--- src/rtl/uart_rx.sv ---
`default_nettype none
// ============================================================================
// Module      : uart_rx
// Description : 16x-oversampled UART receiver with a one-entry output buffer,
//               valid/ack handshake, framing and overrun error reporting.
//               Define UART_RX_PARITY_EN to add a parity bit check.
// Revision    : 1.0 - initial release
// ============================================================================
module uart_rx #(
    parameter int DBIT    = 8,
    parameter int SB_TICK = 16
`ifdef UART_RX_PARITY_EN
    ,
    parameter bit PARITY_ODD = 1'b0
`endif
) (
    input  logic            clk,
    input  logic            reset,
    input  logic            rx,
    input  logic            s_tick,
    input  logic            rx_ack,
    output logic [DBIT-1:0] dout,
    output logic            rx_valid,
    output logic            rx_done_tick,
    output logic            frame_err,
    output logic            overrun_err,
    output logic            parity_err
);

    localparam int C_S_W = $clog2(SB_TICK);
    localparam int C_N_W = $clog2(DBIT);

    localparam logic [C_S_W-1:0] C_S_MID  = C_S_W'(SB_TICK / 2 - 1);
    localparam logic [C_S_W-1:0] C_S_LAST = C_S_W'(SB_TICK - 1);
    localparam logic [C_N_W-1:0] C_N_LAST = C_N_W'(DBIT - 1);

`ifdef UART_RX_PARITY_EN
    typedef enum logic [2:0] {
        ST_IDLE   = 3'd0,
        ST_START  = 3'd1,
        ST_DATA   = 3'd2,
        ST_PARITY = 3'd3,
        ST_STOP   = 3'd4
    } state_t;
`else
    typedef enum logic [1:0] {
        ST_IDLE  = 2'd0,
        ST_START = 2'd1,
        ST_DATA  = 2'd2,
        ST_STOP  = 2'd3
    } state_t;
`endif

    state_t            r_state;
    logic              r_rx_meta;
    logic              rx_s;
    logic [C_S_W-1:0]  s_reg;
    logic [C_N_W-1:0]  n_reg;
    logic [DBIT-1:0]   b_reg;
    logic              w_stop_sample;

    // Two-stage synchroniser; both stages idle high so reset never looks like a start bit.
    always_ff @(posedge clk) begin
        if (reset) begin
            r_rx_meta <= 1'b1;
            rx_s      <= 1'b1;
        end else begin
            r_rx_meta <= rx;
            rx_s      <= r_rx_meta;
        end
    end

    assign w_stop_sample = (r_state == ST_STOP) && s_tick && (s_reg == C_S_LAST);
    assign frame_err     = w_stop_sample && !rx_s;

`ifdef UART_RX_PARITY_EN
    logic r_par_bad;

    assign parity_err   = w_stop_sample && r_par_bad;
    assign rx_done_tick = w_stop_sample && rx_s && !r_par_bad;
`else
    assign parity_err   = 1'b0;
    assign rx_done_tick = w_stop_sample && rx_s;
`endif

    always_ff @(posedge clk) begin
        if (reset) begin
            r_state <= ST_IDLE;
            s_reg   <= '0;
            n_reg   <= '0;
            b_reg   <= '0;
`ifdef UART_RX_PARITY_EN
            r_par_bad <= 1'b0;
`endif
        end else begin
            case (r_state)
                ST_IDLE: begin
                    if (!rx_s) begin
                        r_state <= ST_START;
                        s_reg   <= '0;
                    end
                end
                ST_START: begin
                    if (s_tick) begin
                        if (s_reg == C_S_MID) begin
                            // A start bit that is gone by mid-bit is treated as a glitch.
                            if (!rx_s) begin
                                r_state <= ST_DATA;
                                s_reg   <= '0;
                                n_reg   <= '0;
                            end else begin
                                r_state <= ST_IDLE;
                            end
                        end else begin
                            s_reg <= s_reg + 1'b1;
                        end
                    end
                end
                ST_DATA: begin
                    if (s_tick) begin
                        if (s_reg == C_S_LAST) begin
                            b_reg <= {rx_s, b_reg[DBIT-1:1]};
                            s_reg <= '0;
                            if (n_reg == C_N_LAST) begin
`ifdef UART_RX_PARITY_EN
                                r_state <= ST_PARITY;
`else
                                r_state <= ST_STOP;
`endif
                            end else begin
                                n_reg <= n_reg + 1'b1;
                            end
                        end else begin
                            s_reg <= s_reg + 1'b1;
                        end
                    end
                end
`ifdef UART_RX_PARITY_EN
                ST_PARITY: begin
                    if (s_tick) begin
                        if (s_reg == C_S_LAST) begin
                            r_par_bad <= (rx_s != ((^b_reg) ^ PARITY_ODD));
                            s_reg     <= '0;
                            r_state   <= ST_STOP;
                        end else begin
                            s_reg <= s_reg + 1'b1;
                        end
                    end
                end
`endif
                ST_STOP: begin
                    // Leave at mid stop bit so a back-to-back start bit is not missed.
                    if (s_tick) begin
                        if (s_reg == C_S_LAST) begin
                            r_state <= ST_IDLE;
                            s_reg   <= '0;
                        end else begin
                            s_reg <= s_reg + 1'b1;
                        end
                    end
                end
                default: r_state <= ST_IDLE;
            endcase
        end
    end

    // One-entry output buffer; a coincident ack lets the new byte in without overrun.
    always_ff @(posedge clk) begin
        if (reset) begin
            dout        <= '0;
            rx_valid    <= 1'b0;
            overrun_err <= 1'b0;
        end else if (rx_done_tick) begin
            dout     <= b_reg;
            rx_valid <= 1'b1;
            if (rx_ack) begin
                overrun_err <= 1'b0;
            end else if (rx_valid) begin
                overrun_err <= 1'b1;
            end
        end else if (rx_ack) begin
            rx_valid    <= 1'b0;
            overrun_err <= 1'b0;
        end
    end

endmodule
`default_nettype wire
--- config.mk ---
export PLATFORM = sky130hd
export DESIGN_NAME = uart_rx
export DESIGN_NICKNAME = d
export VERILOG_FILES = /design/src/rtl/uart_rx.sv
export SDC_FILE = /design/constraint.sdc
export NUM_CORES = 1
export LEC_CHECK = 0
export ABC_AREA = 0
export CAP_MARGIN = 0
export CORE_MARGIN = 2
export CORE_UTILIZATION = 35
export CTS_CLUSTER_SIZE = 28
export DETAILED_ROUTE_END_ITERATION = 10
export GPL_TIMING_DRIVEN = 0
export PLACE_DENSITY = 0.54
export SETUP_SLACK_MARGIN = 0.02
export SLEW_MARGIN = 20
export SYNTH_ARGS = -nofsm -noshare
export SYNTH_HDL_FRONTEND = slang
export SYNTH_SLANG_ARGS = --single-unit
--- constraint.sdc ---
create_clock -name clk -period 3.7 [get_ports clk]
set_input_delay 0.74 -clock clk [delete_from_list [all_inputs] [get_ports clk]]
set_output_delay 0.74 -clock clk [all_outputs]
set_load 0.005 [all_outputs]
==> results.py, run 1 <==
metrics = {
    "drt": {
        "drtIter0Drc": 75,
        "drt_pre_antenna_iters": 4,
        "drc": 0,
        "wl_per_cell_um": 13.3,
        "drtAntennaViolNets": 0,
        "vias": 1119,
        "finalWirelength_um": 2920,
        "viasPerCell": 5.09,
    },
    "yosys": {
        "syn-cell-area_sq_um": 1300,
        "synth.yosys.warnings": 0,
        "yosys.cell_count.top_type": "dfxtp_1",
        "synth_edf_count": 0,
        "ys_types": 38,
        "synthTopCellsByArea": "dfxtp_1, a21oi_1, mux2i_1",
        "ys_seq_elements": 29,
        "syn-num-nets": 157,
        "ys_async_sr_fraction_pct": 0,
        "yosysSeqAreaShare_pct": 44.7,
        "synth.largest_area_cell": "dfxtp_1",
        "ys.flop_type": "dfxtp_1",
        "avgSynthCellArea_sq_um": 8.71,
        "synth_common_cells": "dfxtp_1, a21oi_1, nand2_1, nor2_1, mux2i_1",
        "synth_cells": 149,
        "synth_top_area_share_pct": 44.7,
    },
    "critical_path": {
        "slowest_delay_ns": 0.52,
        "crit_path_start": "s_reg[1]$_SDFFE_PP0P_",
        "crit-reg2reg-launch": "s_reg[1]$_SDFFE_PP0P_",
        "crit_required_ns": 2.96,
        "crit_path_cell_trace": "ha_1, nand4_1, or3_1, buf_2, clkinv_2, clkdlybuf4s50_1",
        "path_buf_inv": 3,
        "critical_path.top_delay_family": "buffers and inverters",
        "cp-end-kind": "output port",
        "slowest_stage": "clkdlybuf4s50_1",
        "critPathArrivalTime_ns": 2.32,
        "crit_type": "reg -> out",
        "worstPathMaxFanout": 10,
        "critPathLaunchType": "flip-flop",
    },
    "die": {
        "core_sq_um": 3610,
        "die_w_um": 64.9,
        "row_count": 22,
        "start_util_pct": 36.0,
        "dieArea_sq_um": 4210,
        "ios": 18,
        "die_y_um": 64.9,
    },
    "min_path": {
        "hold_path.class": "reg -> reg",
        "holdCritStartpoint": "r_rx_meta$_SDFF_PP1_",
    },
    "cells_and_area": {
        "nets": 179,
        "fillers": 366,
        "utilization_pct": 45.0,
        "drive_gt1_share_pct": 12.2,
        "area_delta_synth_final_pct": 25.2,
        "antenna_cells": 0,
    },
    "sta": {
        "relSlewSlack_pct": 62.7,
        "final_max_slew_viol_count": 0,
        "hold-worst-slack_ns": 0.417,
        "skew_ns": 0.00112,
        "tightest_slew_ns": 0.560,
        "period_needed_ns": 3.06,
        "tns_ns": 0,
        "setup_violations": 0,
        "rsz0062_at_grt": "no",
        "fin_crit_sh_pct": 82.6,
        "finalHoldViolCount": 0,
        "timing.fmax_mhz": 327,
    },
    "clock_network": {
        "cts_tree": "built",
        "ctsLongestPathBuffers": 2,
        "numCtsBuffers": 5,
        "cts_num_sinks": 29,
        "cts_setup_buffers": 0,
        "cts-root-buf": "clkbuf_8",
        "hold_buffers": 0,
        "clock_latency_ns": 0.27,
        "cts_resized": 0,
        "cts_max_level": 2,
        "clk_pin_slew_ns": 0.06,
    },
    "place": {
        "io_buffers": 15,
        "globalplace.congestion": 0.762,
        "dp_hpwl_um": 2040,
    },
    "global_routing": {
        "grt_pass1_wl_um": 4860,
        "overflow": 0,
        "grtUsageTotal_pct": 15.2,
        "grt_max_degree": 11,
        "antenna_found_initial": 0,
        "grt_pass1_vias": 1110,
    },
    "status": {
        "status": "complete, no violations",
    },
    "power": {
        "pwr_density_cell_nw_per_um2": 418,
        "leakage_uw": 0.000552,
        "vdd_ir_drop_max_v": 0.000251,
    },
    "run": {
        "maxCapViolCount": 0,
    },
}
[cell usage in the layout, fill, tap and decap left out, drive strengths merged, types with 2 or more instances in the layout]
cell | synthesis | routed
nand2b | 4 | 4
or3 | 2 | 2
or4b | 2 | 2
dfxtp | 29 | 29
a22oi | 2 | 2
ha | 3 | 3
inv | 3 | 3
nor3 | 4 | 4
clkdlybuf4s50 | 0 | 15
mux2i | 8 | 8
nor2 | 15 | 15
a21oi | 18 | 18
a211oi | 3 | 3
or4 | 2 | 2
clkbuf | 3 | 10
nand2 | 17 | 17
nand3 | 4 | 4
buf | 8 | 8
or2 | 3 | 3
o21ai | 5 | 5
[metal layers]
| metal | wire, um | track usage (%) | vias up |
|---|---|---|---|
| met1 | 1310 | 17.8 | 520 |
| met2 | 1430 | 24.0 | 26 |
| met4 | 31 | 7.71 | 0 |
| met5 | 0 | 0 | - |
| met3 | 148 | 6.08 | 4 |
| li1 | - | - | 569 |
[path summary, 6_finish.rpt]
| check | to | slack [ns] | cells past startpoint |
|---|---|---|---|
| setup / recovery | rx_done_tick | 0.64 | 6 |
| hold / removal | rx_s$_SDFF_PP1_ | 0.42 | 1 |
| setup reg to reg | n_reg[1]$_SDFFE_PP0P_ | 1.85 | 5 |
| hold reg to reg | rx_s$_SDFF_PP1_ | 0.42 | 1 |
[logic make-up after synthesis]
family,count (synthesis),share of synthesized area (%)
AOI/OAI and AO/OA,34,15.7
muxes,8,6.17
and+or+nand+nor,58,23.7
buffers and inverters,15,5.78
other,1,0.289
DFF,29,44.7
adders and majority gates,3,2.89
xor gates and xnor gates,1,0.675
[through the flow]
| step | cells | setup slack (ns) | power [uW] | cell area (sq um) |
|---|---|---|---|---|
| global route | 220 | 0.471 | 707 | 1620 |
| global placement | 212 | 0.727 | 349 | 1510 |
| finish | 220 | 0.644 | 679 | 1620 |
| detailed placement | 212 | 0.730 | 349 | 1510 |
| CTS | 220 | 0.647 | 688 | 1620 |
| floorplan | 149 | 1.40 | 340 | 1300 |
[where the power goes]
group | internal, uW | total [uW] | switching (uW) | leakage, uW
Sequential | 314 | 315 | 1.13 | 0.000234
Combinational | 10.5 | 27.0 | 16.6 | 0.000259
Clock | 219 | 337 | 118 | 0.0000585
[area by class of cell]
class	count	area, sq um	area share (%)
clock inverters	1	30.0	1.85
repair buffers	15	150	9.24
inverters	4	16.3	1.00
multi-input cells	105	642	39.5
plain buffers	11	58.8	3.62
clock buffers	7	86.3	5.32
flip-flops and latches	29	581	35.7
well taps	48	60.1	3.70
(Power assumes the default switching activity.)
==> inputs of run 2 (changes only) <==
--- a/config.mk
+++ b/config.mk
@@ -12,7 +12,7 @@
 export CTS_CLUSTER_SIZE = 28
 export DETAILED_ROUTE_END_ITERATION = 10
 export GPL_TIMING_DRIVEN = 0
-export PLACE_DENSITY = 0.54
+export PLACE_DENSITY = 0.56
 export SETUP_SLACK_MARGIN = 0.02
 export SLEW_MARGIN = 20
 export SYNTH_ARGS = -nofsm -noshare
==> constraint.sdc (replaced) <==
create_clock -name clk -period 2.6 [get_ports clk]
set_input_delay 0.52 -clock clk [delete_from_list [all_inputs] [get_ports clk]]
set_output_delay 0.52 -clock clk [all_outputs]
set_load 0.005 [all_outputs]
==> results.py, run 2 (synthesis results as in run 1) <==
metrics = {
    "clock_network": {
        "cts_num_sinks": 29,
        "cts_max_level": 2,
        "cts_tree": "built",
        "cts-root-buf": "clkbuf_8",
        "ctsLongestPathBuffers": 2,
        "numCtsBuffers": 5,
        "clock_latency_ns": 0.28,
        "clk_pin_slew_ns": 0.06,
    },
    "die": {
        "core_sq_um": 3610,
        "start_util_pct": 36.0,
        "die_y_um": 64.9,
        "dieArea_sq_um": 4210,
        "ios": 18,
        "die_w_um": 64.9,
        "row_count": 22,
    },
    "drt": {
        "drtIter0Drc": 40,
        "finalWirelength_um": 2870,
        "drc": 0,
        "wl_per_cell_um": 13.0,
        "drtAntennaViolNets": 0,
        "vias": 1128,
        "viasPerCell": 5.10,
        "drt_pre_antenna_iters": 4,
    },
    "place": {
        "dp_hpwl_um": 1930,
        "dp_slack_ns": 0.0790,
        "io_buffers": 15,
        "globalplace.congestion": 0.830,
    },
    "sta": {
        "period_needed_ns": 2.22,
        "final_max_slew_viol_count": 0,
        "finalHoldViolCount": 0,
        "skew_ns": 0.00673,
        "relSlewSlack_pct": 63.1,
        "setup_slack_ns": 0.381,
        "fin_crit_sh_pct": 85.4,
        "hold-worst-slack_ns": 0.406,
        "timing.fmax_mhz": 451,
        "tns_ns": 0,
        "rsz0062_at_grt": "no",
        "tightest_slew_ns": 0.553,
        "setup_violations": 0,
    },
    "critical_path": {
        "worst_r2r_path_depth": 6,
        "critPathLaunchType": "flip-flop",
        "cp-end-kind": "output port",
        "rrSetupSlack_ns": 0.86,
        "crit_required_ns": 2.08,
        "reg2reg_to": "n_reg[2]$_SDFFE_PP0P_",
        "critPathArrivalTime_ns": 1.70,
        "worstPathMaxFanout": 10,
        "crit_type": "reg -> out",
        "crit-reg2reg-launch": "s_reg[1]$_SDFFE_PP0P_",
    },
    "min_path": {
        "whs_endpoint": "rx_s$_SDFF_PP1_",
        "hold_depth": 1,
        "holdCritStartpoint": "r_rx_meta$_SDFF_PP1_",
        "hold_path.class": "reg -> reg",
    },
    "run": {
        "maxCapViolCount": 0,
    },
    "power": {
        "power_switching_uw": 194,
        "p_sw_share_pct": 21.7,
        "finalPower_uw": 894,
        "vdd_ir_drop_max_v": 0.000466,
        "p_seq_share_pct": 50.1,
        "leakage_uw": 0.000576,
        "power_frac_clock_pct": 45.5,
        "p_int_uw": 700,
        "pwr_density_cell_nw_per_um2": 540,
        "power_frac_comb_pct": 4.4,
    },
    "cells_and_area": {
        "antenna_cells": 0,
        "final_common_cell": "dfxtp_1",
        "nets": 180,
        "area_delta_synth_final_pct": 27.7,
        "utilization_pct": 45.9,
        "fillers": 363,
        "layout_common_cells": "dfxtp_1, a21oi_1, nand2_1",
        "drive_gt1_share_pct": 15.6,
    },
    "global_routing": {
        "met3_usage_pct": 5.90,
        "busiest_layer": "met2",
        "grt_pass1_wl_um": 5000,
        "grt_max_degree": 11,
        "grt_pass1_vias": 1138,
        "grtUsageTotal_pct": 15.5,
        "met2_usage_pct": 25.4,
        "overflow": 0,
        "use_met1_pct": 17.6,
        "antenna_found_initial": 0,
    },
    "status": {
        "status": "complete, no violations",
    },
}
run 2: metrics by stage:
stage               cells  instance area [sq um]
floorplan             149                   1300
global placement      212                   1510
detailed placement    212                   1510
CTS                   221                   1640
global route          221                   1660
finish                221                   1660
run 2: repair_timing:
action                     CTS  global route
pin swaps                    1             1
setup buffers                1             0
setup endpoints to repair    1             1
hold endpoints to repair     0             0
hold buffers                 0             0
resized for setup            6             8
run 2: how the worst max path moves through the flow:
stage,endpoint,from,cells after the start,slack [ns]
5_1_grt,rx_done_tick,s_reg[1]$_SDFFE_PP0P_,6,0.31
3_3_place_gp,rx_done_tick,s_tick,6,0.07
2_1_floorplan,rx_done_tick,s_tick,5,0.74
3_5_place_dp,rx_done_tick,s_reg[1]$_SDFFE_PP0P_,6,0.08
6_report,rx_done_tick,s_reg[1]$_SDFFE_PP0P_,6,0.38
4_1_cts,rx_done_tick,s_reg[1]$_SDFFE_PP0P_,6,0.05
run 2: routing by layer:
layer | wire (um) | share of wire (%)
met2 | 1380 | 48
met3 | 111 | 3.9
met5 | 0 | 0
met1 | 1350 | 47
met4 | 38 | 1.3
run 2: layout make-up:
class,instances,area [sq um],share of cell area (%)
Timing Repair Buffer,16,160,9.67
Tap cell,48,60.1,3.63
Clock buffer,7,96.3,5.82
Multi-Input combinational cell,105,657,39.7
Clock inverter,1,5.00,0.302
Buffer,11,70.1,4.23
Inverter,4,20.0,1.21
Sequential cell,29,588,35.5
run 2: power by group through the flow:
stage                     Clock (uW)  Combinational (uW)  Sequential [uW]
after global routing             439                43.2              447
after CTS                        422                38.8              449
after detailed placement           0                38.1              458
final                            407                39.3              447
after floorplan                    0                25.5              458
after global placement             0                37.7              458
run 2: critical path, cell delays in order (launching register included):
cell,delay (ns)
dfxtp_4,0.37
ha_4,0.14
nand4_1,0.12
or3_1,0.42
buf_6,0.16
clkinv_4,0.08
dlymetal6s2s_1,0.13
==> inputs of run 3 (changes only) <==
--- a/config.mk
+++ b/config.mk
@@ -9,10 +9,11 @@
 export CAP_MARGIN = 0
 export CORE_MARGIN = 2
 export CORE_UTILIZATION = 35
+export CTS_BUF_LIST = sky130_fd_sc_hd__clkbuf_4
 export CTS_CLUSTER_SIZE = 28
 export DETAILED_ROUTE_END_ITERATION = 10
 export GPL_TIMING_DRIVEN = 0
-export PLACE_DENSITY = 0.56
+export PLACE_DENSITY = 0.54
 export SETUP_SLACK_MARGIN = 0.02
 export SLEW_MARGIN = 20
 export SYNTH_ARGS = -nofsm -noshare
==> constraint.sdc (replaced) <==
create_clock -name clk -period 2.9 [get_ports clk]
set_input_delay 0.58 -clock clk [delete_from_list [all_inputs] [get_ports clk]]
set_output_delay 0.58 -clock clk [all_outputs]
set_load 0.005 [all_outputs]
==> results.py, run 3 (synthesis results as in run 1) <==
metrics = {
    "critical_path": {
        "cp-end-kind": "output port",
        "worstPathMaxFanout": 10,
        "rrSetupSlack_ns": 1.22,
        "worst_r2r_path_depth": 5,
        "critPathLaunchType": "flip-flop",
        "crit_type": "reg -> out",
        "crit-reg2reg-launch": "s_reg[0]$_SDFFE_PP0P_",
        "crit_required_ns": 2.32,
        "reg2reg_to": "n_reg[1]$_SDFFE_PP0P_",
        "critPathArrivalTime_ns": 2.13,
    },
    "power": {
        "power_switching_uw": 168,
        "pwr_density_cell_nw_per_um2": 480,
        "power_frac_clock_pct": 43.2,
        "p_int_uw": 603,
        "vdd_ir_drop_max_v": 0.000330,
        "p_seq_share_pct": 52.2,
        "leakage_uw": 0.000536,
        "power_frac_comb_pct": 4.6,
        "finalPower_uw": 771,
        "p_sw_share_pct": 21.8,
    },
    "clock_network": {
        "cts-root-buf": "clkbuf_4",
        "ctsLongestPathBuffers": 2,
        "clock_latency_ns": 0.33,
        "cts_setup_buffers": 0,
        "clk_pin_slew_ns": 0.09,
        "cts_tree": "built",
        "hold_buffers": 0,
        "cts_max_level": 2,
        "cts_num_sinks": 29,
        "numCtsBuffers": 5,
    },
    "cells_and_area": {
        "nets": 179,
        "antenna_cells": 0,
        "fillers": 363,
        "area_delta_synth_final_pct": 23.9,
        "utilization_pct": 44.6,
        "layout_common_cells": "dfxtp_1, a21oi_1, nand2_1",
        "final_area_sq_um": 1610,
        "drive_gt1_share_pct": 14.0,
        "final_common_cell": "dfxtp_1",
    },
    "drt": {
        "finalWirelength_um": 3000,
        "viasPerCell": 5.24,
        "drtIter0Drc": 67,
        "drt_pre_antenna_iters": 4,
        "drc": 0,
        "wl_per_cell_um": 13.7,
        "vias": 1152,
        "drtAntennaViolNets": 0,
    },
    "sta": {
        "timing.fmax_mhz": 369,
        "skew_ns": 0.00654,
        "finalHoldViolCount": 0,
        "fin_crit_sh_pct": 93.6,
        "setup_slack_ns": 0.186,
        "tightest_slew_ns": 0.567,
        "period_needed_ns": 2.71,
        "tns_ns": 0,
        "relSlewSlack_pct": 62.2,
        "final_max_slew_viol_count": 0,
        "setup_violations": 0,
        "rsz0062_at_grt": "no",
    },
    "min_path": {
        "hold_path.class": "reg -> reg",
        "whs_endpoint": "rx_s$_SDFF_PP1_",
        "hold_depth": 1,
        "holdCritStartpoint": "r_rx_meta$_SDFF_PP1_",
    },
    "place": {
        "dp_hpwl_um": 2040,
        "dp_slack_ns": 0.250,
        "dpl_cell_area_sq_um": 1510,
        "io_buffers": 15,
        "globalplace.congestion": 0.762,
    },
    "global_routing": {
        "grt_max_degree": 11,
        "grtUsageTotal_pct": 15.6,
        "overflow": 0,
        "antenna_found_initial": 0,
        "grt_pass1_vias": 1112,
        "grt_pass1_wl_um": 4930,
    },
    "die": {
        "start_util_pct": 36.0,
        "die_w_um": 64.9,
        "dieArea_sq_um": 4210,
        "core_sq_um": 3610,
        "die_y_um": 64.9,
        "row_count": 22,
        "ios": 18,
    },
    "run": {
        "maxCapViolCount": 0,
    },
    "status": {
        "status": "complete, no violations",
    },
}
[run 3: cell count changes in the layout (fill, tap and decap cells not counted), moves of 2 or more]
cell      change
buf_2         +2
clkbuf_4      +5
clkbuf_8      -7
dfxtp_2       +2
dfxtp_4       -2
[run 3: what timing repair did]
action / 4_1_cts / 5_1_grt
gates cloned: 0 / 0
endpoints found under the setup margin: 1 / 1
gates resized for setup: 2 / 6
[run 3: final cells by class]
type | count | area [sq um] | share of cell area (%)
Buffer | 11 | 61.3 | 3.81
Clock buffer | 6 | 45.0 | 2.80
Clock inverter | 2 | 33.8 | 2.10
Inverter | 4 | 20.0 | 1.25
Multi-Input combinational cell | 105 | 654 | 40.7
Sequential cell | 29 | 583 | 36.3
Tap cell | 48 | 60.1 | 3.74
Timing Repair Buffer | 15 | 150 | 9.34
[run 3: how the worst max path moves through the flow]
| stage | start | endpoint | slack (ns) | cells after the start |
|---|---|---|---|---|
| 5_1_grt | s_reg[0]$_SDFFE_PP0P_ | rx_done_tick | 0.05 | 6 |
| 6_report | s_reg[0]$_SDFFE_PP0P_ | rx_done_tick | 0.19 | 6 |
| 2_1_floorplan | s_tick | rx_done_tick | 0.92 | 5 |
| 3_5_place_dp | s_tick | rx_done_tick | 0.25 | 6 |
| 3_3_place_gp | s_tick | rx_done_tick | 0.25 | 6 |
| 4_1_cts | s_reg[0]$_SDFFE_PP0P_ | rx_done_tick | 0.05 | 6 |
[run 3: worst max-delay path: stages (launching register included)]
cell	delay, ns
dfxtp_2	0.38
ha_4	0.19
nand4_1	0.12
or3_1	0.32
buf_4	0.19
inv_6	0.10
clkdlybuf4s50_1	0.50
[run 3: per-stage QoR]
step                cells  hold WS [ns]
floorplan             149         0.389
global placement      212         0.395
detailed placement    212         0.404
CTS                   220         0.426
global route          220         0.446
finish                220         0.425
[run 3: power by group through the flow]
| stage | Sequential [uW] | Combinational [uW] | Clock [uW] |
|---|---|---|---|
| after floorplan | 411 | 22.9 | 0 |
| after global placement | 411 | 33.5 | 0 |
| after detailed placement | 411 | 34.3 | 0 |
| after CTS | 402 | 34.8 | 341 |
| after global routing | 403 | 38.9 | 364 |
| final | 402 | 35.4 | 333 |
[run 3: routing by layer]
metal / track usage (%) / vias to the layer above / routed length, um
li1: - / 570 / -
met1: 18.2 / 536 / 1320
met2: 24.9 / 36 / 1420
met3: 6.08 / 10 / 182
met4: 7.71 / 0 / 80
met5: 0 / - / 0
